`src/rtl/fetch_pkg.sv`:
```
// Shared types and defaults for the two-wide fetch front end.
package fetch_pkg;
    localparam int FQ_DEPTH    = 8;
    localparam int IMEM_ADDR_W = 4;

    typedef struct packed {
        logic [31:0]            instr;
        logic [IMEM_ADDR_W-1:0] pc;
    } fetch_entry_t;
endpackage

```
`src/rtl/fetch_queue_if.sv`:
```
// Fetch front-end bundle: IMEM read ports, redirect input and the dispatch-side output slots.
interface fetch_queue_if #(parameter int ADDR_W = 4);
    logic [ADDR_W-1:0] imem_addr0, imem_addr1;
    logic [31:0]       imem_data0, imem_data1;
    logic              redirect_valid;
    logic [ADDR_W-1:0] redirect_pc;
    logic [1:0]        out_valid;
    logic [31:0]       out_instr0, out_instr1;
    logic [ADDR_W-1:0] out_pc0, out_pc1;
    logic [1:0]        deq_ready;

    modport master (
        output imem_addr0, imem_addr1, out_valid, out_instr0, out_instr1, out_pc0, out_pc1,
        input  imem_data0, imem_data1, redirect_valid, redirect_pc, deq_ready
    );
    modport slave (
        input  imem_addr0, imem_addr1, out_valid, out_instr0, out_instr1, out_pc0, out_pc1,
        output imem_data0, imem_data1, redirect_valid, redirect_pc, deq_ready
    );
endinterface

```
`src/rtl/fetch_ring.sv`:
```
// Circular buffer of fetch entries: 2-wide enqueue, 0..2 dequeue from head, synchronous flush.
module fetch_ring
    import fetch_pkg::*;
#(
    parameter int DEPTH = FQ_DEPTH
) (
    input  logic                     clk,
    input  logic                     reset,
    input  logic                     flush,
    input  logic                     enq,
    input  fetch_entry_t             enq_e0,
    input  fetch_entry_t             enq_e1,
    input  logic [1:0]               deq_n,
    output fetch_entry_t             head_e0,
    output fetch_entry_t             head_e1,
    output logic [$clog2(DEPTH):0]   count
);
    localparam int PW = $clog2(DEPTH);

    fetch_entry_t    mem [DEPTH];
    logic [PW-1:0]   head, tail;

    // Reset seeds each entry's pc with its index so the idle outputs read pc 0 / pc 1.
    always_ff @(posedge clk) begin
        if (reset) begin
            head  <= '0;
            tail  <= '0;
            count <= '0;
            for (int i = 0; i < DEPTH; i++)
                mem[i] <= '{instr: '0, pc: IMEM_ADDR_W'(i)};
        end else if (flush) begin
            head  <= '0;
            tail  <= '0;
            count <= '0;
        end else begin
            if (enq) begin
                mem[tail]         <= enq_e0;
                mem[tail + PW'(1)] <= enq_e1;
                tail              <= tail + PW'(2);
            end
            head  <= head + PW'(deq_n);
            count <= count + (enq ? (PW+1)'(2) : (PW+1)'(0)) - (PW+1)'(deq_n);
        end
    end

    assign head_e0 = mem[head];
    assign head_e1 = mem[head + PW'(1)];
endmodule

```
`src/rtl/fetch_queue.sv`:
```
// Two-wide fetch front end: PC, IMEM request tracking and the instruction queue.
// Optional FETCHQ_STALL_CNT_EN adds a saturating stall_cnt output.
module fetch_queue
    import fetch_pkg::*;
#(
    parameter int DEPTH  = FQ_DEPTH,
    parameter int ADDR_W = IMEM_ADDR_W
) (
    input  logic              clk,
    input  logic              reset,
    fetch_queue_if.master     fq
`ifdef FETCHQ_STALL_CNT_EN
    ,
    output logic [15:0]       stall_cnt
`endif
);
    localparam int CW = $clog2(DEPTH) + 1;

    logic [ADDR_W-1:0] pc, pc_req;
    logic              req_pending, issue, enq, take0, take1;
    logic [1:0]        deq_n;
    logic [CW-1:0]     count;
    int                used;
    fetch_entry_t      e0, e1, h0, h1;

    // In-flight pair reserves two slots; dequeues this cycle are not credited.
    assign used  = int'(count) + (req_pending ? 2 : 0);
    assign issue = !fq.redirect_valid && (used <= DEPTH - 2);
    assign enq   = req_pending && !fq.redirect_valid;

    always_ff @(posedge clk) begin
        if (reset) begin
            pc          <= '0;
            pc_req      <= '0;
            req_pending <= 1'b0;
        end else if (fq.redirect_valid) begin
            pc          <= fq.redirect_pc;
            req_pending <= 1'b0;
        end else begin
            req_pending <= issue;
            if (issue) begin
                pc     <= pc + ADDR_W'(2);
                pc_req <= pc;
            end
        end
    end

    assign take0 = fq.out_valid[0] && fq.deq_ready[0];
    assign take1 = take0 && fq.out_valid[1] && fq.deq_ready[1];
    assign deq_n = {1'b0, take0} + {1'b0, take1};

    assign e0 = '{instr: fq.imem_data0, pc: pc_req};
    assign e1 = '{instr: fq.imem_data1, pc: pc_req + ADDR_W'(1)};

    fetch_ring #(.DEPTH(DEPTH)) u_ring (
        .clk     (clk),
        .reset   (reset),
        .flush   (fq.redirect_valid),
        .enq     (enq),
        .enq_e0  (e0),
        .enq_e1  (e1),
        .deq_n   (deq_n),
        .head_e0 (h0),
        .head_e1 (h1),
        .count   (count)
    );

    assign fq.imem_addr0 = pc;
    assign fq.imem_addr1 = pc + ADDR_W'(1);
    assign fq.out_valid  = {count >= CW'(2), count >= CW'(1)};
    assign fq.out_instr0 = h0.instr;
    assign fq.out_instr1 = h1.instr;
    assign fq.out_pc0    = h0.pc;
    assign fq.out_pc1    = h1.pc;

`ifdef FETCHQ_STALL_CNT_EN
    always_ff @(posedge clk) begin
        if (reset)
            stall_cnt <= '0;
        else if (!issue && !fq.redirect_valid && stall_cnt != 16'hFFFF)
            stall_cnt <= stall_cnt + 16'd1;
    end
`endif
endmodule

```
`src/flat_wrapper.sv`:
```
// flat-port wrapper written by rule: the top's interface ports become plain ports
module fetch_queue_flat import fetch_pkg::*;
#(
    parameter int DEPTH  = FQ_DEPTH,
    parameter int ADDR_W = IMEM_ADDR_W
)
  (clk, reset, fq_imem_addr0, fq_imem_addr1, fq_out_valid, fq_out_instr0, fq_out_instr1, fq_out_pc0, fq_out_pc1, fq_imem_data0, fq_imem_data1, fq_redirect_valid, fq_redirect_pc, fq_deq_ready);
  fetch_queue_if #(.ADDR_W(ADDR_W)) fq_i ();
  input  logic clk;
  input  logic reset;
  output wire logic [$bits(fq_i.imem_addr0)-1:0] fq_imem_addr0;
  output wire logic [$bits(fq_i.imem_addr1)-1:0] fq_imem_addr1;
  output wire logic [$bits(fq_i.out_valid)-1:0] fq_out_valid;
  output wire logic [$bits(fq_i.out_instr0)-1:0] fq_out_instr0;
  output wire logic [$bits(fq_i.out_instr1)-1:0] fq_out_instr1;
  output wire logic [$bits(fq_i.out_pc0)-1:0] fq_out_pc0;
  output wire logic [$bits(fq_i.out_pc1)-1:0] fq_out_pc1;
  input wire logic [$bits(fq_i.imem_data0)-1:0] fq_imem_data0;
  input wire logic [$bits(fq_i.imem_data1)-1:0] fq_imem_data1;
  input wire logic [$bits(fq_i.redirect_valid)-1:0] fq_redirect_valid;
  input wire logic [$bits(fq_i.redirect_pc)-1:0] fq_redirect_pc;
  input wire logic [$bits(fq_i.deq_ready)-1:0] fq_deq_ready;
  assign fq_imem_addr0 = fq_i.imem_addr0;
  assign fq_imem_addr1 = fq_i.imem_addr1;
  assign fq_out_valid = fq_i.out_valid;
  assign fq_out_instr0 = fq_i.out_instr0;
  assign fq_out_instr1 = fq_i.out_instr1;
  assign fq_out_pc0 = fq_i.out_pc0;
  assign fq_out_pc1 = fq_i.out_pc1;
  assign fq_i.imem_data0 = fq_imem_data0;
  assign fq_i.imem_data1 = fq_imem_data1;
  assign fq_i.redirect_valid = fq_redirect_valid;
  assign fq_i.redirect_pc = fq_redirect_pc;
  assign fq_i.deq_ready = fq_deq_ready;
  fetch_queue #(.DEPTH(DEPTH), .ADDR_W(ADDR_W)) u_core (.clk(clk), .reset(reset), .fq(fq_i));
endmodule
```
`config.mk`:
```
export PLATFORM = sky130hd
export DESIGN_NAME = fetch_queue_flat
export DESIGN_NICKNAME = d
export VERILOG_FILES = /design/src/rtl/fetch_pkg.sv /design/src/rtl/fetch_queue_if.sv /design/src/rtl/fetch_ring.sv /design/src/rtl/fetch_queue.sv /design/src/flat_wrapper.sv
export SDC_FILE = /design/constraint.sdc
export NUM_CORES = 1
export LEC_CHECK = 0
export BUFFER_PORTS_ARGS = -buffer_cell sky130_fd_sc_hd__clkbuf_2
export CORE_ASPECT_RATIO = 0.7
export CORE_MARGIN = 10
export CORE_UTILIZATION = 55
export CTS_CLUSTER_DIAMETER = 60
export DETAILED_ROUTE_END_ITERATION = 10
export GPL_TIMING_DRIVEN = 0
export PLACE_DENSITY = 0.86
export SLEW_MARGIN = 20
export SYNTH_ARGS = -nofsm -noshare
export SYNTH_HDL_FRONTEND = slang
export SYNTH_SLANG_ARGS = --single-unit
```
`constraint.sdc`:
```
create_clock -name clk -period 3.8 [get_ports clk]
set_input_delay 0.57 -clock clk [delete_from_list [all_inputs] [get_ports clk]]
set_output_delay 0.57 -clock clk [all_outputs]
set_load 0.005 [all_outputs]
```
# == Word level (Yosys, flattened, before mapping) ==
# Memories as Yosys holds them, arrays and structs flattened. A register that Yosys moved wholly into a read port is not among the register bits.
# Cells that the tools add are included.
# classes
n_addsub,11
n_lt_le_gt_ge,3
n_mux,17
bitwise_logic,1
n_reduce_logical,11
# ops
op,n
$mux 36,2
$reduce_or 36->1,2
$add 5x32->32,1
$le 32x4->1 const B,1
$mux 3,3
$add 4x1->4 const B,2
$mux 1,8
$mux 4,2
$add 3x1->3 const B,2
$logic_and 1x1->1,5
$add 4x2->4,1
$add 4x2->4 const B,1
$ge 4x1->1 const B,1
$ge 4x2->1 const B,1
$mux 2,2
$sub 4x2->4,1
$add 3x2->3,1
$add 3x2->3 const B,1
$add 1x1->2,1
$reduce_and 2->1,1
$reduce_bool 2->1,1
$reduce_or 2->1,1
$logic_not 1->1,1
$not 1->1,1
# totals
ff_bits,19
ram_bits,288
in_bits,73
out_inout_bits,82
wordCells,50
mem_count,1
# mem_list
name,words,width,read_ports,rd_ports_with_merged_regs,write_ports,line,rtl
u_core.u_ring.mem,8,36,2,1,8,fetch_ring.sv:20,fetch_entry_t mem [DEPTH];

# == Logic depth before layout (Yosys ltp) ==
# Gate-level depths: netlist of the first run.
# depth
ltp_word,8
mapped_depth,12

# == Modules after synthesis ==
# A second synthesis of the first run with hierarchy kept.
# hier_totals
hier_cells,1236
area_unflattened_um2,16612.2
# modules_own_cells
module,instances,cells_each,area_per_inst_um2,seq_area_each_um2
fetch_ring,1,1169,15989.1,8828.5
fetch_queue,1,67,623.1,180.2

# == Worst setup path before layout of the first run ==
# OpenSTA, ideal clock, no wires.
# synth_timing
path_kind,in2reg
start,input fq_redirect_valid
end,memory u_core.u_ring.mem[2][0] in the netlist's numbering (enable)
arrival_ps,2961
setup_slack_ps,397
cell_stages,5
path_buffers,2
path_cell_list,buf_2 nor3b_2 buf_2 nand2_1 nand2b_1
# synth_lines
item,line,rtl
from (decl),flat_wrapper.sv:20,input wire logic [$bits(fq_i.redirect_valid)-1:0] fq_redirect_valid;
to (decl),fetch_ring.sv:20,

# == Worst setup path after layout of the first run ==
# layout_timing
start,register u_core.u_ring.head[1]
end,output fq_out_instr1[20]
# layout_between
elab_chain_cells,2
# layout_lines
item,line,rtl
from (decl),fetch_ring.sv:21,"logic [PW-1:0] head, tail;"
from (signal assigned),fetch_ring.sv:41,head <= head + PW'(deq_n);
$add 3x1->3,fetch_ring.sv:47,assign head_e1 = mem[head + PW'(1)];
$mem_v2 8x36,n/a,
to (decl),flat_wrapper.sv:15,output wire logic [$bits(fq_i.out_instr1)-1:0] fq_out_instr1;
# Every way passes these cells.

==> impl_metrics.yaml, run 1 <==
routing:
  first_pass_iters: 5
  drc: 0
  drt-total-wl_mm: 47.4
  ant_nets: 0
  drtIter0Drc: 1711
  vias: 11100
  routedWlPerCell_microns: 29.5
  viasPerCell: 6.90
power:
  max-vdd-ir-drop_uv: 451
  p_leak_nw: 7.90
  power-per-cell-area_nw_per_um2: 506
global_routing:
  grt_max_degree: 51
  antenna_found_initial: 3
  grt_usage: 0.253
  grt_pass1_vias: 11500
  grt_pass1_wl_mm: 70.5
  gr-total-overflow: 0
timing:
  maxSlewViolCount: 0
  fin_crit_ps: 3490
  slew_headroom: 0.350
  rsz0062_at_grt: "no"
  hold_viol: 0
  setup_viol: 0
  setup-tns-final_ps: 0
  skew_ps: 10.1
  max_freq_mhz: 287
  period_share: 0.918
  tightest_slew_ps: 974
  fin_ws_ps: 311
yosys:
  synthTopCellsByArea: "edfxtp_1, mux4_2, and3_1"
  synth.net_count: 1109
  synth_top_area_share: 0.527
  synth_seq_cells: 306
  yosys.area.top_type: "edfxtp_1"
  synthCells: 1017
  yosys_warnings: 0
  avgSynthCellArea_sq_um: 16.1
  yosysSeqAreaShare: 0.549
  syn-cell-area_sq_um: 16400
  ys_types: 40
die:
  ios: 155
  rows: 52
  die-area_sq_um: 37200
  die_h_microns: 164
  start_util: 0.563
  design.core.area_sq_um: 29100
  die_w_microns: 226
worst_setup_path:
  cp-end-kind: "output port"
  r2r_setup_slack_ps: 1100
  critPathKind: "register to output port"
  worstPathRequired_ps: 3230
  crit_buf_inv: 2
  cp.arrival_ps: 2920
  r2r_start: "u_core.u_ring.tail[1]"
  cpPeakStageDelay_ps: 660
  slowest_stage: "xor2_2"
  critPathMaxFanout: 10
  rr_endpoint: "u_core.u_ring.mem[1][13]"
  crit_path_start_kind: "register"
  path_cells: "ha_1 -> xor2_2 -> buf_2 -> mux2_2 -> clkbuf_2"
  r2r_cells: 6
  cp_top_family: "XOR/XNOR gates"
clock_network:
  clk_pin_slew_ps: 60
  cts_buffers: 30
  cts_resized: 0
  cts_setup_buffers: 0
  cts_max_level: 1
  clock-root-buffer: "clkbuf_16"
  cts_hold_buf: 0
  clock_sinks: 306
  clock_path_buffers: 3
  worstSkewPairLatency_ps: 580
  cts_tree: "done"
finish:
  fin_nets: 1297
  area_delta_synth_final_pct: 14.1
  utilization: 0.642
  drive_above_1_share: 0.338
min_path:
  worstHoldPathType: "input pin to register"
  hp-start: "fq_redirect_pc[0]"
  worstHoldPathCells: 3
  min_to: "u_core.fq.imem_addr0[0]"
flow_run:
  cap_violations: 0
placement:
  place_congestion: 0.843
  port_buffers: 152
  hpwl_mm: 32.8
  post-place-ws_ps: 971
run_status:
  status: "complete, no violations"
layout make-up:
cell class              instances  area (sq um)
repair buffers                156           871
well taps                     378           473
flip-flops and latches        306          9010
multi-input cells             594          6810
diodes                          3          7.51
clock buffers                  35           769
fillers                      2005         10400
inverters                      15          56.3
plain buffers                 102           544
clock inverters                19           175
tightest hold or removal path, stage by stage:
cell and delay, ps:
clkbuf_2 80, mux2i_1 60, nor2_1 70
worst max-delay path by stage:
| stage | slack (ps) | cells after the start | end | from |
|---|---|---|---|---|
| final | 310 | 5 | fq_out_instr1[20] | u_core.u_ring.head[1] |
| after global routing | 290 | 5 | fq_out_instr1[20] | u_core.u_ring.head[1] |
| after CTS | 390 | 5 | fq_out_instr1[20] | u_core.u_ring.head[1] |
| after floorplan | 400 | 5 | u_core.u_ring.mem[2][0] | fq_redirect_valid |
| after global placement | -900 | 5 | u_core.u_ring.mem[2][21] | fq_redirect_valid |
| after detailed placement | 970 | 6 | u_core.u_ring.mem[4][21] | fq_redirect_valid |
metrics by stage:
stage / hold slack [ps] / area, sq um / total power [W] / std cells
after floorplan: 493 / 16400 / 0.00569 / 1017
after global placement: 538 / 17600 / 0.00652 / 1547
after detailed placement: 540 / 17800 / 0.00660 / 1551
after CTS: 246 / 18700 / 0.00947 / 1605
after global routing: 289 / 18700 / 0.00979 / 1606
final: 247 / 18700 / 0.00947 / 1608
cell usage after synthesis, drive strengths merged:
library cell and count:
a2111oi 1, o21ai 1, or4 1, o31ai 2
xnor2 6, mux2 72, or2 3, dfxtp 18
and3 273, a31oi 1, xor2 4, nand4 2
nor2b 3, nand2 8, clkbuf 59, buf 43
o21bai 1, and3b 1, a311oi 1, nand2b 16
nor2 14, nor3b 1, and2 8, mux4 144
nand3 3, fa 3, edfxtp 288, mux2i 6
inv 15, nor4 2, nor3 1, ha 16
per-layer routing:
| metal | part of all wire | global-route usage | vias to the layer above |
|---|---|---|---|
| met4 | 0.031 | 0.0833 | 0 |
| met1 | 0.36 | 0.328 | 5517 |
| met5 | 0 | 0 | - |
| li1 | - | - | 4541 |
| met2 | 0.47 | 0.403 | 922 |
| met3 | 0.14 | 0.0778 | 122 |
power breakdown:
group,internal [W],switching [W],leakage [nW],total [W]
Sequential,0.00385,0.000110,3.08,0.00396
Clock,0.00164,0.00127,0.463,0.00292
Combinational,0.00131,0.00129,4.36,0.00260
placed cells by master (no fill, tap or decap), drive strengths merged, types with 4 or more instances in the layout:
cell	instances
mux2i	6
clkinv	15
and3	273
and2	8
xnor2	6
buf	47
inv	15
mux4	144
mux2	72
xor2	4
edfxtp	288
nor2	14
nand2	8
dfxtp	18
clkbuf	246
ha	16
nand2b	16
cells by family after synthesis:
group / after synthesis / synth area share
AND/OR/NAND/NOR: 336 / 0.126
flip-flops: 306 / 0.549
XOR/XNOR: 10 / 0.00580
multiplexers: 222 / 0.263
adder cells (fa/ha/maj): 19 / 0.0159
AO/OA/AOI/OAI: 7 / 0.00313
buffers and inverters: 117 / 0.0366
sequential cells by signal (all words and copies together), names as in the netlist:
| register | cells |
|---|---|
| u_core.fq.imem_addr0 | 4 |
| u_core.pc_req | 4 |
| u_core.u_ring.mem | 288 |
| u_core.u_ring.count | 4 |
| u_core.u_ring.tail | 2 |
| u_core.u_ring.head | 3 |
| u_core.req_pending | 1 |
(Power assumes the default switching activity.)
==> inputs of run 2 (changes only) <==
--- a/config.mk
+++ b/config.mk
@@ -13,6 +13,7 @@
 export DETAILED_ROUTE_END_ITERATION = 10
 export GPL_TIMING_DRIVEN = 0
 export PLACE_DENSITY = 0.86
+export SETUP_SLACK_MARGIN = 0.5
 export SLEW_MARGIN = 20
 export SYNTH_ARGS = -nofsm -noshare
 export SYNTH_HDL_FRONTEND = slang
==> run 2 against run 1 <==
Against the previous run: via count hardly changed; total power is 3.1% higher; non-clock buffer count stayed put; final area is 0.76% higher; critical path type unchanged; wire length is 1.7% higher.
==> impl_metrics.yaml, run 2 (same netlist as run 1, synthesis figures left out) <==
clock_network:
  clk_pin_slew_ps: 70
  clock-root-buffer: "clkbuf_16"
  cts_tree: "done"
  cts_max_level: 1
  worstSkewPairLatency_ps: 590
  clock_path_buffers: 3
  cts_buffers: 31
  clock_sinks: 306
  cts_hold_buf: 0
  cts_resized: 4
  cts_setup_buffers: 0
timing:
  fin_crit_ps: 3280
  period_share: 0.864
  setup-tns-final_ps: 0
  tightest_slew_ps: 794
  skew_ps: 26.9
  slew_headroom: 0.471
  hold_viol: 0
  max_freq_mhz: 305
  maxSlewViolCount: 0
  setup_viol: 0
  rsz0062_at_grt: "yes"
die:
  rows: 52
  start_util: 0.563
  die_w_microns: 226
  ios: 155
  design.core.area_sq_um: 29100
  die_h_microns: 164
  die-area_sq_um: 37200
worst_setup_path:
  worstPathRequired_ps: 3230
  critPathMaxFanout: 10
  critPathKind: "register to output port"
  r2r_start: "u_core.u_ring.tail[1]"
  r2r_cells: 6
  cp.arrival_ps: 2710
  crit_start: "u_core.u_ring.head[0]"
  cp-endpoint: "fq_out_pc1[2]"
  r2r_setup_slack_ps: 1110
  cp-end-kind: "output port"
  rr_endpoint: "u_core.u_ring.mem[1][34]"
  crit_path_start_kind: "register"
power:
  intPower_w: 0.00702
  p_sw_w: 0.00274
  swShare: 0.281
  finalPower_w: 0.00976
  p_leak_nw: 7.95
  p_seq_frac: 0.406
  p_clk_frac: 0.322
  p_comb_frac: 0.272
  max-vdd-ir-drop_uv: 380
  power-per-cell-area_nw_per_um2: 518
global_routing:
  grt_pass1_wl_mm: 71.7
  antenna_found_initial: 5
  grt_max_degree: 44
  gr-total-overflow: 0
  grt_pass1_vias: 11600
  grt_usage: 0.258
placement:
  hpwl_mm: 32.6
  place_congestion: 0.841
  port_buffers: 152
  dp.cells: 1551
finish:
  instances_no_fill: 1610
  area_delta_synth_final_pct: 15.0
  most-common-layout-cells: "edfxtp_1, and3_1, clkbuf_2, mux4_2, mux2_2"
  largest_reg_flops: 288
  utilization: 0.647
  final_common_cell: "edfxtp_1"
  drive_above_1_share: 0.342
  regMostFlops: "u_core.u_ring.mem"
  fin_nets: 1298
routing:
  drt-total-wl_mm: 48.3
  drc: 0
  ant_nets: 0
  first_pass_iters: 5
  viasPerCell: 6.90
  routedWlPerCell_microns: 30.0
  drtIter0Drc: 1697
  vias: 11100
run_status:
  status: "complete, no violations"
min_path:
  worstHoldPathCells: 3
  worstHoldPathType: "input pin to register"
flow_run:
  cap_violations: 0
## run 2: cell types whose count changed in the layout (fill, tap and decap cells not counted), sizes merged
| cell | before | now |
|---|---|---|
| buf | 47 | 39 |
| clkbuf | 246 | 253 |
| bufinv | 3 | 5 |
| clkinvlp | 1 | 0 |
| diode | 3 | 4 |
| inv | 15 | 16 |
## run 2: layer usage
layer | global-route usage | vias up | share of wire
met5 | 0 | - | 0
met4 | 0.106 | 0 | 0.035
met3 | 0.0760 | 129 | 0.14
met2 | 0.404 | 898 | 0.47
met1 | 0.334 | 5537 | 0.35
li1 | - | 4543 | -
## run 2: worst min path at each step
stage,startpoint,to,slack [ps]
floorplan,u_core.pc_req[3],u_core.pc_req[3],490
global placement,u_core.fq.imem_addr0[0],u_core.pc_req[0],540
detailed placement,u_core.fq.imem_addr0[2],u_core.pc_req[2],540
CTS,fq_redirect_pc[0],u_core.fq.imem_addr0[0],230
global route,fq_redirect_pc[0],u_core.fq.imem_addr0[0],230
finish,fq_redirect_pc[0],u_core.fq.imem_addr0[0],240
## run 2: area by class of cell
| type | instances | area (sq um) |
|---|---|---|
| Antenna cell | 4 | 10.0 |
| Buffer | 102 | 603 |
| Clock buffer | 34 | 787 |
| Clock inverter | 21 | 239 |
| Fill cell | 1957 | 10300 |
| Inverter | 15 | 56.3 |
| Multi-Input combinational cell | 594 | 6820 |
| Sequential cell | 306 | 9010 |
| Tap cell | 378 | 473 |
| Timing Repair Buffer | 156 | 863 |
## run 2: through the flow
stage	hold slack, ps	cell area (sq um)	setup WS [ps]
after global placement	539	17600	207
final	236	18900	517
after CTS	230	18800	503
after detailed placement	539	17800	902
after global routing	235	18900	469
after floorplan	493	16400	1100
## run 2: power groups by stage
stage / clock network (W) / registers (W) / logic (W)
2_1_floorplan: 0 / 0.00399 / 0.00170
3_3_place_gp: 0 / 0.00401 / 0.00250
3_5_place_dp: 0 / 0.00402 / 0.00257
4_1_cts: 0.00314 / 0.00396 / 0.00260
5_1_grt: 0.00328 / 0.00398 / 0.00282
6_report: 0.00314 / 0.00396 / 0.00266
## run 2: critical path: stages, from the launching register on
cell	delay (ps)
dfxtp_1	370
ha_1	340
buf_8	190
buf_8	220
mux4_1	570
mux2_2	300
clkbuf_2	120
==> inputs of run 3 (changes only) <==
==> constraint.sdc (replaced) <==
create_clock -name clk -period 3.8 [get_ports clk]
set_input_delay 1.14 -clock clk [delete_from_list [all_inputs] [get_ports clk]]
set_output_delay 1.14 -clock clk [all_outputs]
set_load 0.005 [all_outputs]
==> run 3 against run 2 <==
Against the previous run: non-clock buffer count rose by 24; first-iteration DRC count rose by 18%; worst hold slack improved by 310 ps; clock power barely moved; sequential share of layout area fell by 1.8 points; via count rose by 5.4%; critical path type unchanged; critical endpoint is now fq_out_instr1[0]; largest cell class unchanged; highest routed layer unchanged.
==> impl_metrics.yaml, run 3 (same netlist as run 1, synthesis figures left out) <==
clock_network:
  cts_hold_buf: 0
  cts_tree: "done"
  clk_pin_slew_ps: 70
  worstSkewPairLatency_ps: 590
  cts_buffers: 31
  clock_path_buffers: 3
  clock-root-buffer: "clkbuf_16"
  clock_sinks: 306
  cts_max_level: 1
global_routing:
  gr-total-overflow: 0
  grt_usage: 0.277
  grt_pass1_wl_mm: 76.2
  grt_pass1_vias: 12200
  antenna_found_initial: 6
  grt_max_degree: 44
power:
  p_leak_nw: 8.19
  max-vdd-ir-drop_uv: 404
  finalPower_w: 0.0105
  power-per-cell-area_nw_per_um2: 537
finish:
  area_delta_synth_final_pct: 19.5
  regMostFlops: "u_core.u_ring.mem"
  fill_cells: 1883
  utilization: 0.672
  most-common-layout-cells: "edfxtp_1, and3_1, clkbuf_2, mux4_2, clkbuf_1"
  drive_above_1_share: 0.379
  largest_reg_flops: 288
  fin_nets: 1322
  final_common_cell: "edfxtp_1"
worst_setup_path:
  path_cells: "ha_4 -> buf_12 -> buf_12 -> mux4_1 -> mux2_2 -> clkbuf_2"
  cp-end-kind: "output port"
  worstPathRequired_ps: 2660
  slowest_stage: "mux4_1"
  crit_path_frequent_cell: "buf_12"
  cpPeakStageDelay_ps: 590
  critPathKind: "register to output port"
  critPathMaxFanout: 10
  cp.arrival_ps: 2600
  crit_path_start_kind: "register"
placement:
  place_congestion: 0.841
  hpwl_mm: 32.6
  port_buffers: 152
timing:
  max_freq_mhz: 268
  hold_viol: 0
  setup_viol: 0
  rsz0062_at_grt: "yes"
  tightest_slew_ps: 888
  whs_ps: 550
  skew_ps: 21.8
  fin_crit_ps: 3740
  period_share: 0.984
  slew_headroom: 0.408
  maxSlewViolCount: 0
die:
  rows: 52
  start_util: 0.563
  die-area_sq_um: 37200
  design.core.area_sq_um: 29100
  ios: 155
  die_h_microns: 164
  die_w_microns: 226
routing:
  routedWlPerCell_microns: 31.8
  vias: 11700
  viasPerCell: 7.16
  drt-total-wl_mm: 52.0
  first_pass_iters: 6
  ant_nets: 0
  drc: 0
  drtIter0Drc: 1997
run_status:
  status: "complete, no violations"
flow_run:
  cap_violations: 0
min_path:
  worstHoldPathType: "register to register"
## run 3: worst max-delay path, delay by kind of cell (launching register included)
kind / cells / cell delay, ps
buf+inv: 3 / 450
flops: 1 / 360
mux: 2 / 890
fa+ha+maj: 1 / 300
## run 3: stage by stage
stage               worst slack (ps)  std cells  setup TNS (ps)  cell area, sq um
global placement                -363       1547          -60430             17600
detailed placement               332       1551               0             17800
finish                          62.5       1635               0             19600
global route                    33.1       1634               0             19600
CTS                             95.5       1625               0             19500
floorplan                        525       1017               0             16400
## run 3: cell type report
cell class,count,area [sq um],area share
Buffer,102,790,0.0403
Clock inverter,21,239,0.0122
Multi-Input combinational cell,594,6820,0.348
Tap cell,378,473,0.0241
Antenna cell,5,12.5,0.000638
Timing Repair Buffer,180,1410,0.0718
Sequential cell,306,9020,0.460
Inverter,15,56.3,0.00287
Clock buffer,34,787,0.0402
## run 3: path summary, 6_finish.rpt
check                                              from                      end  slack, ps  cells after the start
worst min register to register  u_core.fq.imem_addr0[2]         u_core.pc_req[2]        550                      2
worst min-delay path            u_core.fq.imem_addr0[2]         u_core.pc_req[2]        550                      2
worst max register to register    u_core.u_ring.tail[1]  u_core.u_ring.mem[1][1]       1020                      6
worst max-delay path              u_core.u_ring.head[0]         fq_out_instr1[0]         60                      6
## run 3: per-layer routing
metal  up-vias  part of all wire  global-route usage
met5         -                 0                   0
met4         0             0.043               0.125
met3       199              0.15              0.0936
met2      1088              0.47               0.434
met1      5857              0.34               0.346
li1       4563                 -                   -
## run 3: timing repair
action | in CTS | in global routing
setup buffers | 8 | 3
gates cloned | 11 | 2
resized for setup | 124 | 20
hold endpoints to repair | 0 | 0
endpoints found under the setup margin | 72 | 72
pin swaps | 1 | 1
## run 3: where the power goes
group	internal, W	switching, W
clock network	0.00183	0.00133
registers	0.00385	0.000118
logic	0.00189	0.00151
total	0.00757	0.00297
